`config.mk`:
```
export PLATFORM = sky130hd
export DESIGN_NAME = down_timer
export DESIGN_NICKNAME = d
export VERILOG_FILES = /design/src/rtl/down_timer.sv
export SDC_FILE = /design/constraint.sdc
export NUM_CORES = 1
export LEC_CHECK = 0
export ABC_AREA = 1
export BUFFER_PORTS_ARGS = -buffer_cell sky130_fd_sc_hd__buf_2
export CORE_MARGIN = 1.5
export CORE_UTILIZATION = 44
export DETAILED_ROUTE_END_ITERATION = 6
export PLACE_DENSITY = 0.73
export SYNTH_ARGS = -nofsm -noshare
export SYNTH_HDL_FRONTEND = slang
export SYNTH_SLANG_ARGS = --single-unit
```
`constraint.sdc`:
```
create_clock -name clock -period 1.2 [get_ports clock]
set_clock_uncertainty 0.1 [all_clocks]
set_input_delay 0.24 -clock clock [delete_from_list [all_inputs] [get_ports clock]]
set_output_delay 0.24 -clock clock [all_outputs]
set_load 0.02 [all_outputs]
```
`src/rtl/down_timer.sv`:
```
// Loadable down-counter with a one-cycle expiry pulse and a cancel input.
// Optional auto-reload of the last loaded value is enabled by defining DOWN_TIMER_RELOAD_EN.
module down_timer #(
    parameter int WIDTH = 8
) (
    input  logic             clock,
    input  logic             reset,
    input  logic             enable,
    input  logic             cancel,
    input  logic             load_valid,
    input  logic [WIDTH-1:0] load_value,
    output logic             load_ready,
    output logic [WIDTH-1:0] count_out,
    output logic             busy,
    output logic             expired
);

    typedef enum logic [1:0] {
        IDLE = 2'd0,
        RUN  = 2'd1,
        DONE = 2'd2
    } state_t;

    state_t           state_q, state_d;
    logic [WIDTH-1:0] count_q, count_d;
`ifdef DOWN_TIMER_RELOAD_EN
    logic [WIDTH-1:0] reload_q, reload_d;
`endif

    always_comb begin
        state_d = state_q;
        count_d = count_q;
`ifdef DOWN_TIMER_RELOAD_EN
        reload_d = reload_q;
`endif
        case (state_q)
            IDLE: begin
                if (load_valid) begin
                    count_d = load_value;
`ifdef DOWN_TIMER_RELOAD_EN
                    reload_d = load_value;
`endif
                    state_d = (load_value == '0) ? DONE : RUN;
                end
            end
            RUN: begin
                // cancel wins over enable and leaves the count where it stopped
                if (cancel) begin
                    state_d = IDLE;
                end else if (enable) begin
                    count_d = count_q - WIDTH'(1);
                    if (count_q == WIDTH'(1)) begin
                        state_d = DONE;
                    end
                end
            end
            DONE: begin
`ifdef DOWN_TIMER_RELOAD_EN
                if (reload_q != '0) begin
                    state_d = RUN;
                    count_d = reload_q;
                end else begin
                    state_d = IDLE;
                end
`else
                state_d = IDLE;
`endif
            end
            default: state_d = IDLE;
        endcase
    end

    always_ff @(posedge clock or posedge reset) begin
        if (reset) begin
            state_q  <= IDLE;
            count_q  <= '0;
`ifdef DOWN_TIMER_RELOAD_EN
            reload_q <= '0;
`endif
        end else begin
            state_q  <= state_d;
            count_q  <= count_d;
`ifdef DOWN_TIMER_RELOAD_EN
            reload_q <= reload_d;
`endif
        end
    end

    assign load_ready = (state_q == IDLE);
    assign busy       = (state_q == RUN);
    assign expired    = (state_q == DONE);
    assign count_out  = count_q;

endmodule
```
Word-level counts from Yosys, hierarchy flattened

Index checks and enable logic that the tools add are counted.

Input port bits: 13
Flip-flop bits (word level): 10
Output and inout port bits: 11

Multiplexer cells: 10
Reductions and logical operators: 5
Equal/unequal tests: 8
Add/sub/neg operators: 1

Operators by type and width:

| kind                  | number |
|---|---|
| $mux W8               | 3 |
| $pmux W8 S2           | 1 |
| $mux W2               | 5 |
| $eq A8 B1 Y1 const B  | 1 |
| $logic_not A8 Y1      | 1 |
| $sub A8 B1 Y8 const B | 1 |
| $ne A2 B2 Y1 const B  | 3 |
| $pmux W2 S2           | 1 |
| $reduce_and A4 Y1     | 1 |
| $ne A3 B2 Y1 const B  | 1 |
| $ne A3 B3 Y1 const B  | 1 |
| $reduce_and A3 Y1     | 1 |
| $eq A2 B1 Y1 const B  | 1 |
| $eq A2 B2 Y1 const B  | 1 |
| $logic_not A2 Y1      | 1 |
| $reduce_bool A2 Y1    | 1 |

Longest topological paths before layout

Gate-level depths: netlist of run 1.

Depth in word-level cells: 5
Mapped depth: 9
Depth with buffers taken out: 9

Worst setup path after synthesis of run 1

Ideal clock, no wire load.

Path type: reg2reg
From: register state_q[1]
To: register count_q[4] (netlist: count_out[4])
Period minus slack after synthesis: 1391 ps
Cell stages (with the launch flop): 6
Arrival: 1168 ps
Slack: -191 ps
Path through: dfrtp_1 -> nor2_2 -> nand2_1 -> a21boi_2 -> o21ai_0 -> nand2_1

Word-level cells in the longest chain between the ends: 3

Ends and longest elaborated chain:

| what                                                                | line | RTL |
|---|---|---|
| start, declared                                                     | 24   | `state_t state_q, state_d;` |
| start signal, assigned                                              | 81   | `state_q <= state_d;` |
| $logic_not A2 Y1 (*)                                                | --   |  |
| net load_ready                                                      | 12   | `output logic load_ready,` |
| $ne A2 B2 Y1 (no source line) or $reduce_bool A2 Y1 (tied branches) | --   |  |
| $reduce_and A4 Y1 (no source line)                                  | --   |  |
| end signal, assigned                                                | 82   | `count_q <= count_d;` |
| end, declared                                                       | 25   | `logic [WIDTH-1:0] count_q, count_d;` |

Mark *: on every way through the listed nets, which the timed path passes. The rest lies on a longest branch.
A chain may end at the register's enable or synchronous reset.

Final worst setup path of run 1

From: register state_q[1]
To: register count_q[7] (netlist: count_out[7])

Word-level cells in the longest chain between the ends: 3

Ends and longest elaborated chain:

| what                                                                | line | RTL |
|---|---|---|
| $eq A2 B1 Y1 or $logic_not A2 Y1 (tied branches)                    | 36   | `case (state_q)` |
| $ne A2 B2 Y1 (no source line) or $reduce_bool A2 Y1 (tied branches) | --   |  |
| $reduce_and A4 Y1 (no source line)                                  | --   |  |

Several ways; a longest one is shown, not always the timed one.

==> flow_summary.yaml, run 1 <==
critical_path:
  crit_arrival_ps: 1660
  path_max_fanout: 7
  cpPeakStageDelay_ps: 420
  crit_type: "reg2reg"
  worstPathRequired_ps: 1330
  endpoint_kind: "flip-flop"
  r2r_cells: 9
  cp-start-kind: "flip-flop"
  crit_slowest_cell: "dfrtp_1"
  cp_cell_sequence: "inv_2 -> nand2_4 -> buf_6 -> nor2_4 -> buf_6 -> a21boi_4 -> nor2_1 -> nand2_1 -> nand2_1"
layout:
  layout_commonest_cell: "nand2_1"
  drive_gt1_share_pct: 56.2
  final_util_pct: 91.4
  layout-area-overhead-vs-synth_pct: 89.8
  mostFrequentLayoutCells: "35 x nand2_1, 21 x buf_6, 14 x nor2_1"
  antenna_cells: 0
  num-fill-cells: 59
  nets: 185
grt:
  grt_max_degree: 11
  grt_pass1_vias: 951
  grt_usage_pct: 32.0
  grt_pass1_wl_mm: 4.40
  antenna_found_initial: 0
  overflow: 0
  use_met1_pct: 36.7
  use_met3_pct: 3.67
  use_met2_pct: 57.4
  grt_busiest_layer: "met2"
die:
  die-area_um2: 1960
  core-area_um2: 1560
  fp.dieH_um: 44.3
  die-width_um: 44.3
  io_pins: 24
  rows: 14
  start_util_pct: 48.2
sta:
  rsz0062_at_grt: "true"
  max_freq_ghz: 0.654
  finalSetupViolations: 21
  finalCritPeriodShare_pct: 127
  setup_slack_ps: -329
  finalHoldViolCount: 0
  maxSlewViolCount: 0
  slew-limit-headroom_pct: 69.8
  tightest_slew_ps: 452
  tns_ps: -3700
  min_period_ps: 1530
  holdWs_ps: 124
pwr:
  power.leakage_nw: 0.727
  irDropWorstVdd_mv: 2.22
  cellPowerDensity_nw_per_um2: 3310
placement:
  port_buffers: 23
  place_ws_ps: -128
  dp_hpwl_mm: 1.55
  place_congestion: 0.830
clocking:
  clock_latency_ps: 290
  cts_tree: "built"
  cts_root_buf: "clkbuf_4"
  clkTransAtPathRegs_ps: 90
  clk_path_buf_depth: 2
  htreeDepth: 1
  numCtsBuffers: 3
  cts_sinks: 10
synth:
  mappedNetlistArea_um2: 751
  synth_warnings: 0
  synth_area_per_cell_um2: 6.47
  yosysUniqueCellTypes: 19
  ys_ff_latch: 10
  synth_area_leaders: "dfrtp_1 33%, nand2_1 21%, nor2_1 9.0%"
  seq_area_frac_synth_pct: 33.3
  synth.top_cell.area_share_pct: 33.3
  synth_nets: 131
  synth_top_area_cell: "dfrtp_1"
  synthCells: 116
routing:
  drt-pass1-iter-count: 6
  viasPerCell: 5.86
  wirelength_mm: 3.56
  drt_drc_violations_left: 0
  ant_nets: 0
  vias: 1084
  drtIter0Drc: 38
  wire_per_inst_um: 19.3
run_status:
  violations: "setup timing"
  status: "finished with violations"
hold_path:
  min_path_type: "in2reg"
  holdPathStages: 3
job:
  cap_viol_max_count: 0
==> cells in the mapped netlist <==
cell type,instances
a21oi_1,2
nor2_4,1
inv_6,1
o211ai_1,1
dfrtp_1,10
nor2_2,3
o21ai_1,7
nand2_2,3
o21ai_0,2
nand2_1,42
nand3_1,8
nor2_1,18
buf_6,1
buf_8,1
ha_1,2
inv_1,10
o31ai_1,1
a21boi_2,1
inv_2,2
==> report_power, final <==
part	switching, mW	internal, mW	total [mW]
sequential	0.235	0.514	0.749
combinational	1.85	1.78	3.63
clock	0.163	0.185	0.348
==> flip-flops by register name, indices dropped and copies added, names as in the netlist <==
name	flops
count_out	8
state_q	2
==> per-layer routing <==
metal	vias to the layer above	part of all wire, %
met5	-	0
met4	0	5.1
met3	18	6.6
met2	69	50
met1	530	38
li1	467	-
==> worst max-delay path, delay by kind of cell (launching register included) <==
kind                   cells  cell delay (ps)
and+or+nand+nor            5              530
DFF                        1              420
buffers and inverters      3              340
AOI/OAI and AO/OA          1               80
==> path summary, 6_finish.rpt <==
path / startpoint / endpoint / slack, ps
setup reg to reg: state_q[1] / count_out[7] / -330
hold reg to reg: count_out[2] / count_out[2] / 500
hold / removal: load_value[5] / count_out[5] / 120
min in group asynchronous: reset / count_out[6] / 400
max in group asynchronous: reset / count_out[3] / 260
setup / recovery: state_q[1] / count_out[7] / -330
==> per-stage QoR <==
step,instance area (um2),std cells,total power [mW]
2_1_floorplan,787,116,2.07
5_1_grt,1430,185,4.93
6_report,1430,185,4.72
4_1_cts,1310,184,4.07
3_5_place_dp,1020,168,2.83
3_3_place_gp,1020,168,2.77
==> repair_timing <==
| item | 4_1_cts | 5_1_grt |
|---|---|---|
| gates resized for setup | 39 | 30 |
| gates cloned | 2 | 0 |
| hold endpoints to repair | 10 | 0 |
| buffers inserted | 9 | 1 |
| pin swaps | 8 | 9 |
| hold buffers | 1 | 0 |
| endpoints found under the setup margin | 18 | 21 |
==> area by class of cell <==
class / instances / area (um2) / share of cell area [%]
clock buffer: 4 / 36.3 / 2.55
inverter: 13 / 68.8 / 4.83
multi-input combinational: 92 / 566 / 39.7
sequential: 10 / 255 / 17.9
tap: 16 / 20.0 / 1.40
timing repair buffer: 50 / 479 / 33.6
==> cell families (layout without fill, tap and decap cells) <==
kind of cell | Yosys count | count (layout) | synth area share (%)
adder cells (fa/ha/maj) | 2 | 2 | 3.33
AND/OR/NAND/NOR | 75 | 76 | 41.8
buffers and inverters | 15 | 67 | 10.7
AO/OA/AOI/OAI | 14 | 14 | 10.8
flip-flops | 10 | 10 | 33.3
Note: power is estimated with default switching activity, not from simulation.
==> run 2, diff against run 1 <==
Settings changed: CORE_UTILIZATION 44 to 45, CTS_BUF_LIST set to sky130_fd_sc_hd__clkbuf_8, PLACE_DENSITY 0.73 to 0.75.
==> run 2 against run 1 <==
  * Synthesized area unchanged
  * The run now fails in 5_1_grt
  * Synthesized cell count unchanged
==> flow_summary.yaml, run 2 <==
run_status:
  status: "stopped before the end"
  stop_stage: "5_1_grt"
  stop_error: "[ERROR DPL-0033] detailed placement checks failed during check placement."
synth:
  synth.most_common_cell: "nand2_1"
  async_flop_share_pct: 100
  ys.flop_type: "dfrtp_1"
  synth_edf_count: 0
  synth.top_cell.area_share_pct: 33.3
  seq_area_frac_synth_pct: 33.3
  ys_ff_latch: 10
  synthCells: 116
  yosysUniqueCellTypes: 19
  synth_top_area_cell: "dfrtp_1"
  synth.top_cells.by_count: "42 x nand2_1, 18 x nor2_1, 10 x dfrtp_1, 10 x inv_1, 8 x nand3_1"
  synth_area_leaders: "dfrtp_1 33%, nand2_1 21%, nor2_1 9.0%"
  synth_nets: 131
  mappedNetlistArea_um2: 751
  synth_area_per_cell_um2: 6.47
  synth_warnings: 0
die:
  die-width_um: 43.8
  io_pins: 24
  fp.dieH_um: 43.8
  start_util_pct: 48.7
  rows: 14
clocking:
  htreeDepth: 1
  clk_path_buf_depth: 2
  numCtsBuffers: 3
  cts_sinks: 10
  cts_root_buf: "clkbuf_8"
sta:
  postGrtWorstEndpoint: "count_out[7]$_DFFE_PP0P_/D"
  worst_endpoint_kind: "register data pin"
grt:
  antenna_found_initial: 0
  grt_max_degree: 11
placement:
  dp_hpwl_mm: 1.56
  port_buffers: 23
  place_congestion: 0.769
run 2: cell counts after synthesis:
Identical to the previous run, type by type.
run 2: cells by family after synthesis:
| family | Yosys count | share of synthesized area (%) |
|---|---|---|
| simple gates | 75 | 41.8 |
| buf+inv | 15 | 10.7 |
| compound gates | 14 | 10.8 |
| flops | 10 | 33.3 |
| fa+ha+maj | 2 | 3.33 |
run 2: what timing repair did:
item / 4_1_cts
hold buffers: 1
endpoints found under the setup margin: 17
gates cloned: 1
setup buffers: 11
pin swaps: 10
endpoints found under the hold margin: 10
gates resized for setup: 51
run 2: through the flow:
stage	cell area [um2]	hold slack, ps	util [%]	cells	setup WS (ps)
after global placement	1060	152	68.7	173	-74.7
after floorplan	787	-20.0	-	116	-62.3
after CTS	1400	166	90.7	190	-238
after detailed placement	1060	157	68.7	173	-89.4
==> run 3, diff against run 2 <==
Settings changed: CORE_AREA set to 2 2 63 65, CORE_MARGIN 1.5 to unset, CORE_UTILIZATION 45 to unset, CTS_BUF_LIST sky130_fd_sc_hd__clkbuf_8 to unset, DIE_AREA set to 0 0 65 67, PLACE_DENSITY 0.75 to unset, PLACE_DENSITY_LB_ADDON set to 0.15.
Clock period 1.2 ns to 1.55 ns, I/O delays scaled along.
==> run 3 against run 2 <==
  * The flow now finishes without violations
==> flow_summary.yaml, run 3 (synthesis results as in run 1) <==
layout:
  final_util_pct: 28.5
  mostFrequentLayoutCells: "42 x nand2_1, 23 x buf_2, 18 x nor2_1"
  largest_reg_flops: 8
  layout-area-overhead-vs-synth_pct: 36.8
  nets: 166
  finish.instance_area_um2: 1030
  num-fill-cells: 422
  antenna_cells: 0
  drive_gt1_share_pct: 32.7
  layout_commonest_cell: "nand2_1"
  final_cells: 198
clocking:
  clock_latency_ps: 240
  numCtsBuffers: 3
  clk_path_buf_depth: 2
  cts_sinks: 10
  cts_tree: "built"
  htreeDepth: 1
  clkTransAtPathRegs_ps: 50
  cts_root_buf: "clkbuf_8"
placement:
  dp.cells: 186
  place_congestion: 0.770
  port_buffers: 23
  dpl_cell_area_um2: 907
  dp_hpwl_mm: 1.69
  place_ws_ps: 113
sta:
  max_freq_ghz: 0.678
  setup_slack_ps: 76.1
  tns_ps: 0
  finalSetupViolations: 0
  holdWs_ps: 257
  finalHoldViolCount: 0
  finalCritPeriodShare_pct: 95.1
  tightest_slew_ps: 435
  min_period_ps: 1470
  slew-limit-headroom_pct: 71.0
  maxSlewViolCount: 0
die:
  core-area_um2: 3610
  die-width_um: 65
  io_pins: 24
  die-area_um2: 4360
  fp.dieH_um: 67
  rows: 22
  start_util_pct: 20.8
routing:
  drtIter0Drc: 29
  wirelength_mm: 2.17
  drt-pass1-iter-count: 4
  vias: 823
  wire_per_inst_um: 11.0
  ant_nets: 0
  viasPerCell: 4.16
  drt_drc_violations_left: 0
pwr:
  power.leakage_nw: 0.550
  internal_power_mw: 1.16
  clockPowerShare_pct: 14.5
  combPwrFrac_pct: 62.6
  p_sw_share_pct: 49.3
  cellPowerDensity_nw_per_um2: 2230
  seqPwrFrac_pct: 22.8
  p_total_mw: 2.29
  irDropWorstVdd_mv: 0.666
  p_sw_mw: 1.13
critical_path:
  worstPathRequired_ps: 1140
  path_max_fanout: 7
  cp-start-kind: "flip-flop"
  endpoint_kind: "output pin"
  crit_type: "reg2out"
  crit_arrival_ps: 1060
run_status:
  status: "finished clean"
grt:
  grt_pass1_wl_mm: 3.62
  antenna_found_initial: 0
  grt_max_degree: 13
  overflow: 0
  grt_pass1_vias: 778
  grt_usage_pct: 11.3
hold_path:
  min_path_type: "in2reg"
job:
  cap_viol_max_count: 0
-- run 3: path summary, 6_finish.rpt --
check / start / to / slack (ps) / depth (start not counted)
max: state_q[0] / busy / 80 / 3
max reg2reg: count_out[0] / count_out[6] / 160 / 9
min reg2reg: count_out[2] / count_out[2] / 430 / 2
min: load_value[5] / count_out[5] / 260 / 3
min in group asynchronous: reset / count_out[2] / 510 / 3
max in group asynchronous: reset / state_q[0] / 540 / 3
-- run 3: power by group through the flow --
stage	clock [mW]	combinational, mW	sequential (mW)
3_5_place_dp	0	1.29	0.527
5_1_grt	0.362	1.65	0.550
6_report	0.333	1.43	0.522
2_1_floorplan	0	0.878	0.631
3_3_place_gp	0	1.29	0.524
4_1_cts	0.348	1.30	0.526
-- run 3: area by class of cell --
type | instances | area (um2) | area share, %
clock buffers | 4 | 55.1 | 5.36
inverters | 13 | 53.8 | 5.24
multi-input cells | 91 | 423 | 41.2
flip-flops and latches | 10 | 250 | 24.4
well taps | 48 | 60.1 | 5.85
repair buffers | 32 | 185 | 18.0
-- run 3: what timing repair did --
action | CTS | global route
hold buffers | 1 | 0
endpoints found under the hold margin | 10 | 0
setup endpoints to repair | 0 | 3
resized for setup | 0 | 4
setup buffers | 0 | 7
-- run 3: critical path, stage by stage (launching register included) --
cell	delay, ps
dfrtp_1	410
nand2_2	150
clkinv_4	100
buf_2	170
-- run 3: routing by layer --
| metal | global-route usage (%) | vias up | part of all wire [%] | wire, um |
|---|---|---|---|---|
| li1 | - | 428 | - | - |
| met4 | 2.39 | 0 | 0.87 | 19 |
| met2 | 18.4 | 24 | 45 | 977 |
| met5 | 0 | - | 0 | 0 |
| met1 | 14.0 | 369 | 49 | 1060 |
| met3 | 4.22 | 2 | 5.1 | 111 |
